[src/rtl/tri_addrcmp_seq.sv]
// tri_addrcmp_seq: time-multiplexed address-compare sequencer, one entry per cycle through one compare unit.
// Optional TRI_ADDRCMP_SEQ_EARLY_EXIT_EN: stop the scan at the first hit.
module tri_addrcmp36 (
    input  logic [0:35] a,
    input  logic [0:35] b,
    input  logic        enable_lsb,
    output logic        eq
);
    assign eq = (a[0:34] == b[0:34]) & (!enable_lsb | (a[35] == b[35]));
endmodule

module tri_addrcmp_seq #(
    parameter int ENTRIES = 4,
    parameter int IDXW    = 2
) (
    input  logic                clk,
    input  logic                rst,
    input  logic                wr_val,
    input  logic [IDXW-1:0]     wr_idx,
    input  logic [0:35]         wr_addr,
    input  logic                wr_lsb_en,
    input  logic                wr_ent_val,
    input  logic                req_val,
    input  logic [0:35]         req_addr,
    output logic                req_rdy,
    input  logic                flush,
    output logic                rsp_val,
    input  logic                rsp_rdy,
    output logic                rsp_hit,
    output logic [ENTRIES-1:0]  rsp_hit_vec,
    output logic [IDXW-1:0]     rsp_idx,
    output logic                busy
);
    typedef enum logic [1:0] {IDLE, SCAN, RESP} state_t;

    state_t              state, state_n;
    logic [0:35]         ent_addr [ENTRIES];
    logic [ENTRIES-1:0]  ent_lsb, ent_vld;
    logic [0:35]         addr_q;
    logic [IDXW-1:0]     idx, idx_q;
    logic [ENTRIES-1:0]  vec, vec_n;
    logic                eq, hit, last, done, accept;

    function automatic logic [IDXW-1:0] penc(input logic [ENTRIES-1:0] v);
        logic [IDXW-1:0] p;
        p = '0;
        for (int i = ENTRIES - 1; i >= 0; i--)
            if (v[i]) p = IDXW'(i);
        return p;
    endfunction

    tri_addrcmp36 u_cmp (
        .a          (ent_addr[idx]),
        .b          (addr_q),
        .enable_lsb (ent_lsb[idx]),
        .eq         (eq)
    );

    assign hit    = ent_vld[idx] & eq;
    assign last   = idx == IDXW'(ENTRIES - 1);
    assign vec_n  = vec | (ENTRIES'(hit) << idx);
    assign accept = (state == IDLE) & req_val;
`ifdef TRI_ADDRCMP_SEQ_EARLY_EXIT_EN
    assign done   = (state == SCAN) & (last | hit);
`else
    assign done   = (state == SCAN) & last;
`endif

    always_ff @(posedge clk) begin
        if (rst) state <= IDLE;
        else     state <= state_n;
    end

    always_comb begin
        state_n = state;
        if (accept) state_n = SCAN;
        if (done) state_n = RESP;
        if ((state == RESP) & rsp_rdy) state_n = IDLE;
        if (flush & (state != IDLE)) state_n = IDLE;
    end

    // Writes land at the edge, so a compare always sees the pre-write entry.
    always_ff @(posedge clk) begin
        if (rst) begin
            for (int i = 0; i < ENTRIES; i++) ent_addr[i] <= '0;
            ent_lsb <= '0;
            ent_vld <= '0;
            addr_q  <= '0;
            idx     <= '0;
            idx_q   <= '0;
            vec     <= '0;
        end else begin
            if (wr_val) begin
                ent_addr[wr_idx] <= wr_addr;
                ent_lsb[wr_idx]  <= wr_lsb_en;
                ent_vld[wr_idx]  <= wr_ent_val;
            end
            if (accept) begin
                addr_q <= req_addr;
                vec    <= '0;
                idx    <= '0;
            end
            if (state == SCAN) begin
                vec <= vec_n;
                idx <= idx + 1'b1;
            end
            if (done) idx_q <= penc(vec_n);
        end
    end

    assign req_rdy     = state == IDLE;
    assign busy        = state != IDLE;
    assign rsp_val     = state == RESP;
    assign rsp_hit_vec = rsp_val ? vec : '0;
    assign rsp_hit     = |rsp_hit_vec;
    assign rsp_idx     = rsp_val ? idx_q : '0;
endmodule

[config.mk]
export PLATFORM = sky130hd
export DESIGN_NAME = tri_addrcmp_seq
export DESIGN_NICKNAME = d
export VERILOG_FILES = /design/src/rtl/tri_addrcmp_seq.sv
export SDC_FILE = /design/constraint.sdc
export NUM_CORES = 1
export LEC_CHECK = 0
export BUFFER_PORTS_ARGS = -buffer_cell sky130_fd_sc_hd__buf_2
export CELL_PAD_IN_SITES_DETAIL_PLACEMENT = 2
export CELL_PAD_IN_SITES_GLOBAL_PLACEMENT = 2
export CORE_MARGIN = 1.5
export CORE_UTILIZATION = 43
export CTS_CLUSTER_DIAMETER = 40
export DETAILED_ROUTE_END_ITERATION = 6
export GPL_TIMING_DRIVEN = 0
export PLACE_DENSITY = 0.95
export SLEW_MARGIN = 10
export SYNTH_ARGS = -nofsm -noshare
export SYNTH_HDL_FRONTEND = slang
export SYNTH_HIERARCHICAL = 1
export SYNTH_SLANG_ARGS = --single-unit
[constraint.sdc]
create_clock -name clk -period 8.4 [get_ports clk]
set_input_delay 0 -clock clk [delete_from_list [all_inputs] [get_ports clk]]
set_output_delay 0 -clock clk [all_outputs]
set_load 0.005 [all_outputs]
==> results by group <==
Timing
  – Tightest Pin Transition: 786 ps
  – Hold Fails Final Rpt: 0
  – Setup TNS: 0 ps
  – Setup violators final: 0
  – Fmax: 246 MHz
  – Tcrit/Tclk final: 0.484
  – Unrepaired setup endpoints after global routing: false
  – Worst Skew: 15.2 ps
  – Slew Viols, Final: 0
  – Fin crit period: 4070 ps
  – Rel. slew slack: 0.476

Setup path
  – CP Capture Type: register
  – CP Data Required Time: 8750 ps
  – CP arrival: 4420 ps
  – Startpoint types: register
  – Worst Path Max Fanout: 10
  – Setup Crit Path Kind: register to register

CTS
  – Cts repair resizes: 0
  – CTS tree: yes
  – TritonCTS Buffers: 17
  – Clock Latency Late Sink: 460 ps
  – Hold buffer count at cts: 78
  – CTS sink cnt: 200
  – Max clock buf depth: 2
  – Post-CTS Setup Bufs: 0
  – Clock transition at path regs: 80 ps
  – Clk root buf: clkbuf_16
  – H-tree levels: 4

Global route
  – First-pass GRT wire length: 52400 um
  – Aggregate global routing overflow: 0
  – Vias in the first global route: 7679
  – Maximum number of pins on one net before global-route repair: 26
  – Total Routing Usage GR: 0.371
  – Initial antenna violation count: 3

Floorplan
  – Die width: 144 um
  – Die height: 144 um
  – Die area: 20700 um2
  – Initial core utilization: 0.437
  – IO Pins: 92
  – Row count: 51
  – Core Region: 19500 um2

Worst hold path
  – Worst hold path class: input port to register

Route
  – Remaining antenna violation count: 0
  – Via count: 6788
  – 1st-iter DRT viols: 680
  – Routed Wire Length: 36100 um
  – Wire length per cell: 30.8 um
  – Drt first pass iters: 5
  – Via/cell ratio: 5.79
  – Residual DRC: 0

Layout
  – Nets: 976
  – Layout Utilization: 0.552
  – Filler instances: 1854
  – Final Instance Count excl. Fillers: 1172
  – Fraction of layout cells with a size suffix above 1: 0.215
  – Syn-to-layout area delta: 26.1%

Placed design
  – I/O Buffers: 90
  – Placed cell count: 1061
  – Hpwl dp: 20500 um
  – Gpl congestion: 0.774

Yosys
  – Async S/R FF share, synth: 0
  – Syn_nets: 785
  – Synth Flop Type: edfxtp_1
  – Mean Syn Cell Area: 12.1 um2
  – Yosys cell types: 40
  – FF+latch count, synth: 200
  – Seq/Total Area, Yosys: 0.640
  – Syn Inst Count: 702
  – Cell area after synthesis: 8510 um2
  – Post-synth EDFFs: 144
  – Synthesis warning total: 6

Pwr
  – Leakage power: 4.26 nW
  – Peak VDD IR: 152 uV
  – P per Cell Area: 215 nW/um2

Flow run
  – Maximum Capacitance Violations: 0

Outcome
  – Status: completed
## per-layer routing
layer  vias up  track usage  part of all wire
met5         -            0           0.00058
met4         4        0.210             0.051
met3       112       0.0730             0.059
met2       362        0.634              0.51
met1      3499        0.439              0.38
li1       2811            -                 -
## report_power, final
part / total, W / switching (W) / internal [W]
sequential: 0.00117 / 0.0000405 / 0.00113
clock: 0.000858 / 0.000439 / 0.000419
combinational: 0.000278 / 0.000168 / 0.000111
## critical path, stage by stage (launching register included)
cell,delay (ps)
dfxtp_1,330
clkbuf_2,320
buf_1,640
mux4_2,450
xor2_1,170
nor4_1,670
nand4_1,220
a2111oi_2,360
nand2_1,140
a21oi_1,360
o311a_1,220
o21ai_1,70
## synth_stat cells (6+ instances only)
master    number  area [um2]
xor2_1        32         280
inv_1         40         150
a21oi_1       45         225
nor4_1         8        50.1
clkbuf_1      16        60.1
buf_2         12        60.1
dfxtp_1       56        1120
nand2_1      118         443
edfxtp_1     144        4320
mux2i_1        6        60.1
buf_4          7        52.6
nand2b_1       7        43.8
nor2_1       122         458
mux4_2        37         833
## state kept, by name (all words and copies together) (netlist names), named ones only
signal and count:
ent_addr 144, addr_q 36, ent_lsb 4, ent_vld 4, vec 4, idx 2
idx_q 2, state 2
## layout make-up
class,count,area [um2],share of cell area
diodes,1,2.50,0.000233
repair buffers,172,1310,0.122
inverters,40,150,0.0140
plain buffers,40,193,0.0179
well taps,265,332,0.0309
flip-flops and latches,200,5450,0.507
clock inverters,14,141,0.0132
multi-input cells,422,2740,0.255
clock buffers,18,429,0.0400
## worst paths after layout
kind | start | end | slack [ps] | cells past startpoint
setup / recovery | register | idx_q[0] | 4330 | 11
hold / removal | rst | idx_q[0] | 130 | 4
setup reg to reg | register | idx_q[0] | 4330 | 11
hold reg to reg | idx_q[1] | idx_q[1] | 470 | 2
## cells by family after synthesis
group	after synthesis	synth area share
muxes	43	0.105
xor gates and xnor gates	36	0.0370
AOI/OAI and AO/OA	55	0.0354
and+or+nand+nor	287	0.141
buffers and inverters	80	0.0403
adders and majority gates	1	0.00147
DFF	200	0.640
## per-stage QoR
| stage | instance area [um2] | total power, W | setup WS, ps | hold WS [ps] |
|---|---|---|---|---|
| 6_report | 10700 | 0.00230 | 4330 | 125 |
| 5_1_grt | 10700 | 0.00235 | 4250 | 140 |
| 4_1_cts | 10700 | 0.00226 | 4530 | 75.1 |
| 3_5_place_dp | 9390 | 0.00141 | 4610 | 202 |
| 3_3_place_gp | 9300 | 0.00137 | 4880 | 193 |
| 2_1_floorplan | 8510 | 0.00130 | 5550 | 75.8 |
## cells in the final DEF, fill, tap and decap left out, types with 3 or more instances in the layout
cell / n
edfxtp_1: 144
nor2_1: 122
nand2_1: 118
buf_2: 102
dlygate4sd3_1: 78
dfxtp_1: 56
a21oi_1: 45
inv_1: 40
mux4_2: 37
xor2_1: 32
clkbuf_1: 17
clkbuf_16: 17
nor4_1: 8
buf_4: 7
mux2i_1: 6
nand4_1: 5
buf_1: 4
nand3_1: 4
nand2b_2: 4
nand3b_1: 4
buf_12: 4
xnor2_1: 4
and2_2: 3
nor3_1: 3
nor2b_1: 3
nand2b_1: 3
inv_6: 3
inv_8: 3
clkinv_4: 3
Note: power is estimated with default switching activity, not from simulation.
